--- src/rtl/rv32_pkg.sv ---
// Shared RV32I types and constants for the fetch stage.
package rv32_pkg;

    // Width of one instruction word and of a fetch address.
    localparam int ILEN = 32;

    // Address the core fetches from after reset unless overridden.
    localparam logic [ILEN-1:0] DEFAULT_RESET_PC = 32'h0000_0000;

    // One buffered fetch result: the instruction and the address it came from.
    typedef struct packed {
        logic [ILEN-1:0] pc;
        logic [ILEN-1:0] instr;
    } fetch_entry_t;

endpackage

--- src/rtl/fetch_unit_if.sv ---
// Fetch-stage bus: instruction memory request/grant/response, decoder
// valid/ready, and redirect. Signal names keep the o_/i_ view of the fetch unit.
interface fetch_unit_if #(
    parameter int DATA_WIDTH = 32
);
    logic                  o_imem_req;
    logic [DATA_WIDTH-1:0] o_imem_addr;
    logic                  i_imem_gnt;
    logic                  i_imem_rvalid;
    logic [DATA_WIDTH-1:0] i_imem_rdata;
    logic                  o_valid;
    logic                  i_ready;
    logic [DATA_WIDTH-1:0] o_instruction;
    logic [DATA_WIDTH-1:0] o_pc;
    logic                  i_redirect;
    logic [DATA_WIDTH-1:0] i_redirect_pc;
    logic                  o_misaligned;

    // Fetch unit side.
    modport master (
        output o_imem_req, o_imem_addr,
        input  i_imem_gnt, i_imem_rvalid, i_imem_rdata,
        output o_valid, o_instruction, o_pc, o_misaligned,
        input  i_ready, i_redirect, i_redirect_pc
    );

    // Memory / decoder / branch-unit side.
    modport slave (
        input  o_imem_req, o_imem_addr,
        output i_imem_gnt, i_imem_rvalid, i_imem_rdata,
        input  o_valid, o_instruction, o_pc, o_misaligned,
        output i_ready, i_redirect, i_redirect_pc
    );
endinterface

--- src/rtl/fetch_fifo.sv ---
// Small synchronous FIFO of fetch entries. Flush wins over push and pop.
// The head entry is read straight from storage so it is stable while not popped.
module fetch_fifo
    import rv32_pkg::*;
#(
    parameter int DEPTH = 2,
    parameter int CW    = $clog2(DEPTH + 1)
) (
    input  logic         clk,
    input  logic         rst,
    input  logic         push,
    input  logic         pop,
    input  logic         flush,
    input  fetch_entry_t wdata,
    output fetch_entry_t rdata,
    output logic [CW-1:0] count
);
    localparam int PW = (DEPTH > 1) ? $clog2(DEPTH) : 1;

    fetch_entry_t    mem_r [DEPTH];
    logic [PW-1:0]   wr_ptr_r;
    logic [PW-1:0]   rd_ptr_r;
    logic [CW-1:0]   count_r;
    logic            do_push_s;
    logic            do_pop_s;

    // Advance a storage pointer with wrap at DEPTH (DEPTH need not be a power of two).
    function automatic logic [PW-1:0] next_ptr(input logic [PW-1:0] p);
        if (p == PW'(DEPTH - 1)) begin
            next_ptr = '0;
        end else begin
            next_ptr = p + PW'(1);
        end
    endfunction

    // Qualify push/pop: never pop empty, never push full unless a pop frees a slot.
    always_comb begin
        do_pop_s  = pop & (count_r != '0);
        do_push_s = push & ((count_r != CW'(DEPTH)) | do_pop_s);
    end

    // Storage, pointers and occupancy.
    always_ff @(posedge clk or negedge rst) begin
        if (!rst) begin
            wr_ptr_r <= '0;
            rd_ptr_r <= '0;
            count_r  <= '0;
            for (int i = 0; i < DEPTH; i++) begin
                mem_r[i] <= '0;
            end
        end else if (flush) begin
            wr_ptr_r <= '0;
            rd_ptr_r <= '0;
            count_r  <= '0;
        end else begin
            if (do_push_s) begin
                mem_r[wr_ptr_r] <= wdata;
                wr_ptr_r        <= next_ptr(wr_ptr_r);
            end
            if (do_pop_s) begin
                rd_ptr_r <= next_ptr(rd_ptr_r);
            end
            case ({do_push_s, do_pop_s})
                2'b10:   count_r <= count_r + CW'(1);
                2'b01:   count_r <= count_r - CW'(1);
                default: count_r <= count_r;
            endcase
        end
    end

    // Present head entry and occupancy.
    always_comb begin
        rdata = mem_r[rd_ptr_r];
        count = count_r;
    end

endmodule

--- src/rtl/fetch_unit.sv ---
// RV32I instruction fetch stage: owns the fetch PC, issues word requests,
// buffers responses with their PC and hands them to the decoder.
// Optional build macro: FETCH_ALIGN_CHECK_EN (misaligned redirect detection).
// Requests are only issued while a FIFO slot is guaranteed for the response,
// counting the slot the decoder frees this cycle.
module fetch_unit
    import rv32_pkg::*;
#(
    parameter int                    DATA_WIDTH = 32,
    parameter logic [DATA_WIDTH-1:0] RESET_PC   = DEFAULT_RESET_PC,
    parameter int                    FIFO_DEPTH = 2
) (
    input logic          clk,
    input logic          rst,
    fetch_unit_if.master bus
);
    localparam int CW = $clog2(FIFO_DEPTH + 1);

    logic                  running_r;
    logic [DATA_WIDTH-1:0] pc_r;
    logic [CW-1:0]         outstanding_r;
    logic [CW-1:0]         discard_r;

    logic                  redirect_s;
    logic [DATA_WIDTH-1:0] target_s;
    logic                  misaligned_s;
    logic                  pop_s;
    logic                  push_s;
    logic                  req_s;
    logic                  grant_s;
    logic [CW:0]           inflight_s;
    logic [CW:0]           limit_s;
    logic [DATA_WIDTH-1:0] resp_pc_s;
    logic [CW-1:0]         fifo_count_s;
    fetch_entry_t          entry_s;
    fetch_entry_t          head_s;

`ifdef FETCH_ALIGN_CHECK_EN
    logic misaligned_r;

    // Flag a redirect to a non-word address; the next aligned redirect clears it.
    always_ff @(posedge clk or negedge rst) begin
        if (!rst) begin
            misaligned_r <= 1'b0;
        end else if (redirect_s) begin
            misaligned_r <= (target_s[1:0] != 2'b00);
        end else begin
            misaligned_r <= misaligned_r;
        end
    end

    assign misaligned_s = misaligned_r;
    assign target_s     = bus.i_redirect_pc;
`else
    assign misaligned_s = 1'b0;
    assign target_s     = bus.i_redirect_pc & {{(DATA_WIDTH-2){1'b1}}, 2'b00};
`endif

    // Request, pop and push decisions for this cycle.
    always_comb begin
        // Redirects before the first running cycle belong to reset and are ignored.
        redirect_s = bus.i_redirect & running_r;
        pop_s      = (fifo_count_s != '0) & bus.i_ready & ~redirect_s;
        inflight_s = {1'b0, fifo_count_s} + {1'b0, outstanding_r};
        limit_s    = (CW+1)'(FIFO_DEPTH) + (CW+1)'(pop_s);
        req_s      = running_r & ~redirect_s & ~misaligned_s & (inflight_s < limit_s);
        grant_s    = req_s & bus.i_imem_gnt;
        push_s     = bus.i_imem_rvalid & (discard_r == '0) & ~redirect_s;
        // Oldest in-flight request sits outstanding words behind the fetch PC.
        resp_pc_s     = pc_r - (DATA_WIDTH'(outstanding_r) << 2);
        entry_s.pc    = resp_pc_s;
        entry_s.instr = bus.i_imem_rdata;
    end

    // Fetch PC, run flag and in-flight bookkeeping.
    always_ff @(posedge clk or negedge rst) begin
        if (!rst) begin
            running_r     <= 1'b0;
            pc_r          <= RESET_PC;
            outstanding_r <= '0;
            discard_r     <= '0;
        end else begin
            running_r <= 1'b1;
            if (redirect_s) begin
                pc_r          <= target_s;
                // Whatever is still in flight after this cycle belongs to the old stream.
                outstanding_r <= outstanding_r - CW'(bus.i_imem_rvalid);
                discard_r     <= outstanding_r - CW'(bus.i_imem_rvalid);
            end else begin
                if (grant_s) begin
                    pc_r <= pc_r + DATA_WIDTH'(4);
                end else begin
                    pc_r <= pc_r;
                end
                outstanding_r <= outstanding_r + CW'(grant_s) - CW'(bus.i_imem_rvalid);
                if (bus.i_imem_rvalid && (discard_r != '0)) begin
                    discard_r <= discard_r - CW'(1);
                end else begin
                    discard_r <= discard_r;
                end
            end
        end
    end

    fetch_fifo #(
        .DEPTH (FIFO_DEPTH),
        .CW    (CW)
    ) u_fifo (
        .clk   (clk),
        .rst   (rst),
        .push  (push_s),
        .pop   (pop_s),
        .flush (redirect_s),
        .wdata (entry_s),
        .rdata (head_s),
        .count (fifo_count_s)
    );

    // Drive the bus outputs.
    always_comb begin
        bus.o_imem_req    = req_s;
        bus.o_imem_addr   = pc_r;
        bus.o_valid       = (fifo_count_s != '0);
        bus.o_instruction = head_s.instr;
        bus.o_pc          = head_s.pc;
        bus.o_misaligned  = misaligned_s;
    end

endmodule

--- src/flat_wrapper.sv ---
// flat-port wrapper written by rule: the top's interface ports become plain ports
module fetch_unit_flat import rv32_pkg::*;
#(
    parameter int                    DATA_WIDTH = 32,
    parameter logic [DATA_WIDTH-1:0] RESET_PC   = DEFAULT_RESET_PC,
    parameter int                    FIFO_DEPTH = 2
)
  (clk, rst, bus_o_imem_req, bus_o_imem_addr, bus_i_imem_gnt, bus_i_imem_rvalid, bus_i_imem_rdata, bus_o_valid, bus_o_instruction, bus_o_pc, bus_o_misaligned, bus_i_ready, bus_i_redirect, bus_i_redirect_pc);
  fetch_unit_if #(.DATA_WIDTH(DATA_WIDTH)) bus_i ();
  input logic clk;
  input logic rst;
  output wire logic [$bits(bus_i.o_imem_req)-1:0] bus_o_imem_req;
  output wire logic [$bits(bus_i.o_imem_addr)-1:0] bus_o_imem_addr;
  input wire logic [$bits(bus_i.i_imem_gnt)-1:0] bus_i_imem_gnt;
  input wire logic [$bits(bus_i.i_imem_rvalid)-1:0] bus_i_imem_rvalid;
  input wire logic [$bits(bus_i.i_imem_rdata)-1:0] bus_i_imem_rdata;
  output wire logic [$bits(bus_i.o_valid)-1:0] bus_o_valid;
  output wire logic [$bits(bus_i.o_instruction)-1:0] bus_o_instruction;
  output wire logic [$bits(bus_i.o_pc)-1:0] bus_o_pc;
  output wire logic [$bits(bus_i.o_misaligned)-1:0] bus_o_misaligned;
  input wire logic [$bits(bus_i.i_ready)-1:0] bus_i_ready;
  input wire logic [$bits(bus_i.i_redirect)-1:0] bus_i_redirect;
  input wire logic [$bits(bus_i.i_redirect_pc)-1:0] bus_i_redirect_pc;
  assign bus_o_imem_req = bus_i.o_imem_req;
  assign bus_o_imem_addr = bus_i.o_imem_addr;
  assign bus_i.i_imem_gnt = bus_i_imem_gnt;
  assign bus_i.i_imem_rvalid = bus_i_imem_rvalid;
  assign bus_i.i_imem_rdata = bus_i_imem_rdata;
  assign bus_o_valid = bus_i.o_valid;
  assign bus_o_instruction = bus_i.o_instruction;
  assign bus_o_pc = bus_i.o_pc;
  assign bus_o_misaligned = bus_i.o_misaligned;
  assign bus_i.i_ready = bus_i_ready;
  assign bus_i.i_redirect = bus_i_redirect;
  assign bus_i.i_redirect_pc = bus_i_redirect_pc;
  fetch_unit #(.DATA_WIDTH(DATA_WIDTH), .RESET_PC(RESET_PC), .FIFO_DEPTH(FIFO_DEPTH)) u_core (.clk(clk), .rst(rst), .bus(bus_i));
endmodule
--- config.mk ---
export PLATFORM = sky130hd
export DESIGN_NAME = fetch_unit_flat
export DESIGN_NICKNAME = d
export VERILOG_FILES = /design/src/rtl/rv32_pkg.sv /design/src/rtl/fetch_unit_if.sv /design/src/rtl/fetch_fifo.sv /design/src/rtl/fetch_unit.sv /design/src/flat_wrapper.sv
export SDC_FILE = /design/constraint.sdc
export NUM_CORES = 1
export LEC_CHECK = 0
export ABC_AREA = 1
export BUFFER_PORTS_ARGS = -buffer_cell sky130_fd_sc_hd__buf_2
export CAP_MARGIN = 20
export CELL_PAD_IN_SITES_DETAIL_PLACEMENT = 0
export CELL_PAD_IN_SITES_GLOBAL_PLACEMENT = 1
export CORE_ASPECT_RATIO = 0.6
export CORE_MARGIN = 4
export CORE_UTILIZATION = 37
export CTS_BUF_LIST = sky130_fd_sc_hd__clkbuf_8 sky130_fd_sc_hd__clkbuf_16
export DETAILED_ROUTE_END_ITERATION = 10
export GPL_TIMING_DRIVEN = 0
export HOLD_SLACK_MARGIN = 0.03
export PLACE_DENSITY_LB_ADDON = 0.1
export SYNTH_ARGS = -nofsm -noshare
export SYNTH_HDL_FRONTEND = slang
export SYNTH_HIERARCHICAL = 1
export SYNTH_SLANG_ARGS = --single-unit
export TNS_END_PERCENT = 20
--- constraint.sdc ---
create_clock -name clk -period 2.3 [get_ports clk]
set_input_delay 0.115 -clock clk [delete_from_list [all_inputs] [get_ports clk]]
set_output_delay 0.115 -clock clk [all_outputs]
set_load 0.01 [all_outputs]
==> qor.yml <==
timing:
  tns_ns: -0.00351
  layout_min_cycle_time_ns: 2.30
  setup_viol: 1
  fin_skew_ns: 0.0109
  worst_pin_slew_ns: 0.790
  finalMaxSlewViolations: 0
  slew_headroom: 0.473
  max_freq_mhz: 434
  period_share: 1.00
  final-hold-violation-count: 0
  layout_setup_ws_ns: -0.00351
  rsz0062_at_grt: "yes"
drt:
  drtIter0Drc: 827
  wire_per_inst_um: 17.6
  vias: 9185
  drcViolationCount: 0
  viasPerCell: 4.80
  routed_wl_um: 33600
  drtAntennaViolNets: 0
  first_pass_iters: 5
die:
  die_height_um: 133
  die_x_um: 217
  rows: 45
  io_pins: 169
  core-area_um2: 25500
  initial_utilization: 0.379
  dieArea_um2: 28900
global_route:
  grt_pass1_wl_um: 52400
  antenna_found_initial: 0
  grt_max_degree: 113
  grt_usage: 0.235
  grt_pass1_vias: 8925
  grt_overflow: 0
setup_path:
  required_ns: 2.61
  crit_path_end_kind: "flop"
  crit_type: "reg -> reg"
  cp_slowest_cell: "dfrtp_2"
  crit_family: "adder cells"
  slowest_delay_ns: 0.44
  worstSetupStartpointType: "flop"
  worstPathArrival_ns: 2.62
  worstPathCellList: "ha_4 -> fa_2 -> nor3b_4 -> nand3_2 -> ha_4 -> inv_2 -> ha_4 -> xor2_2 -> xor2_1 -> o21bai_1"
  critPathMaxFanout: 3
  path_buf_inv: 1
  cp_common_cell: "ha_4"
synth:
  ys_seq_area_frac: 0.432
  yosysTopAreaCell: "dfrtp_1"
  synth_top_area_frac: 0.432
  synth_cell_types: 39
  synthesis.instances: 1297
  syn_area_um2: 9670
  ys_seq_elements: 167
  syn_area_per_cell_um2: 7.45
  ys_warn_count: 6
  synthTopCellsByArea: "dfrtp_1 43%, nand2_1 20%, o21ai_2 5.7%"
placed_design:
  hpwlAfterDp_um: 25200
  place.port_buffers: 163
  place_congestion: 0.885
  dp.cells: 1817
  placed_area_um2: 11000
cells_and_area:
  fin_util: 0.486
  n_antenna_cell: 0
  syn2layout_area_growth_pct: 28.2
  nNetsFinal: 1630
  fin_cells: 1915
  design_area_um2: 12400
  drive_gt1_frac: 0.255
clock_network:
  cts.path.max_buffers: 2
  clk_pin_slew_ns: 0.07
  cts_tree: "done"
  cts.sinks: 167
  cts_buffers: 17
  htreeDepth: 4
  clockRootBuffer: "clkbuf_16"
  clk-insertion-delay-late_ns: 0.43
power_and_ir_drop:
  leakage_nw: 6.49
  ir_worst_vdd_mv: 0.575
  power_density_nw_per_um2: 1310
  power_mw: 16.2
job:
  cap_violations: 0
run_status:
  outcome: "finished, violations left"
  violations: "setup timing"
min_path:
  hp-class: "in -> reg"
==> metal layers <==
layer	vias up	global-route usage	wire (um)
met3	13	0.0419	2370
met5	-	0	0
li1	4536	-	-
met4	0	0.0330	172
met2	290	0.324	13500
met1	4346	0.386	17600
==> worst paths after layout <==
kind | from | to | slack [ns] | cells after the start
setup / recovery | u_core/outstanding_r[0]$_DFF_PN0_ | u_core/outstanding_r[1]$_DFF_PN0_ | -0.004 | 10
hold / removal | bus_i_redirect_pc[22] | u_core/bus.o_imem_addr[22]$_DFFE_PN0P_ | 0.06 | 4
setup reg to reg | u_core/outstanding_r[0]$_DFF_PN0_ | u_core/outstanding_r[1]$_DFF_PN0_ | -0.004 | 10
hold reg to reg | u_core/u_fifo/mem_r[48]$_DFFE_PN0P_ | u_core/u_fifo/mem_r[48]$_DFFE_PN0P_ | 0.48 | 2
max in group asynchronous | rst | u_core/u_fifo/mem_r[26]$_DFFE_PN0P_ | 1.16 | 3
min in group asynchronous | rst | u_core/outstanding_r[1]$_DFF_PN0_ | 0.20 | 2
==> what timing repair did <==
item                       CTS  global route
hold buffers                56             0
resized for setup           27            28
setup endpoints to repair   86           156
pin swaps                    9            23
hold endpoints to repair   142             0
buffers inserted             4             6
==> cells in the final DEF (no fill, tap or decap), types with 5 or more instances in the layout <==
cell type,count
nand2_2,11
conb_1,6
buf_2,174
xor2_1,25
inv_1,120
nand4_1,7
o21ai_2,64
nand2_1,522
dfrtp_1,162
o21ai_0,39
clkbuf_8,5
dfrtp_2,5
dlygate4sd3_1,56
buf_4,22
buf_6,26
inv_2,10
clkbuf_2,6
clkbuf_16,17
a21oi_1,7
nor2_4,9
clkbuf_1,10
nor2_2,10
o21ai_1,58
nor2_1,78
nand3_1,54
or2_2,6
==> cell families (layout without fill, tap and decap cells) <==
group | count (synthesis) | in the layout | synth area share
other cells | 2 | 6 | 0.000777
flops | 167 | 167 | 0.432
simple gates | 714 | 714 | 0.304
xor+xnor | 28 | 28 | 0.0254
fa+ha+maj | 10 | 10 | 0.0145
buf+inv | 200 | 462 | 0.106
compound gates | 176 | 176 | 0.117
==> Yosys cell counts <==
cell type  instances
nor2_4             6
buf_6             25
o211ai_1           3
o21bai_1           1
inv_2              4
nand3_1           55
xor2_1            26
o21ai_0           39
nand3b_1           2
a22oi_1            1
buf_1              2
o21ai_1           59
ha_1               8
nor3_1             3
buf_4             12
nand2_1          527
nand4_2            1
nor3b_1            1
nor2_2            11
nor3_2             2
fa_1               2
buf_2             14
xnor2_1            2
a31oi_1            2
conb_1             2
and2_1             2
nand2_2            7
clkbuf_8           2
or2_2              6
dfrtp_1          167
clkbuf_1          16
nand3_2            3
inv_1            125
nand4_1            7
nor2_1            80
nand3b_2           1
a21boi_0           1
o21ai_2           63
a21oi_1            7
==> power breakdown <==
group          switching (mW)  internal (mW)
registers                1.01           4.24
clock network            1.29           1.59
logic                    5.15           2.89
==> registers in the layout (all words and copies together) (netlist names) <==
register	flops
u_core/u_fifo/mem_r	128
u_core/bus.o_imem_addr	30
u_core/discard_r	2
u_core/outstanding_r	2
u_core/u_fifo/count	2
u_core/running_r	1
u_core/u_fifo/rd_ptr_r	1
u_core/u_fifo/wr_ptr_r	1
==> cell type report <==
class | count | area [um^2]
fill | 2613 | 13100
buffer | 71 | 553
inverter | 129 | 484
sequential | 167 | 4190
clock inverter | 12 | 119
tap | 352 | 440
multi-input combinational | 934 | 4650
clock buffer | 20 | 467
timing repair buffer | 230 | 1490
==> worst reg2reg max path, delay by kind of cell (launching register included) <==
kind	cells	cell delay (ns)
adder cells (fa/ha/maj)	4	0.96
flip-flops	1	0.44
AND/OR/NAND/NOR	2	0.34
XOR/XNOR	2	0.32
AO/OA/AOI/OAI	1	0.08
buffers and inverters	1	0.04
==> per-stage QoR <==
stage	setup slack [ns]	hold slack, ns
after CTS	-0.0711	0.0397
final	-0.00351	0.0621
after global routing	-0.0737	0.0729
after detailed placement	-0.198	0.0806
after floorplan	0.0301	-0.181
after global placement	-1.81	0.377
Note: power is estimated with default switching activity, not from simulation.
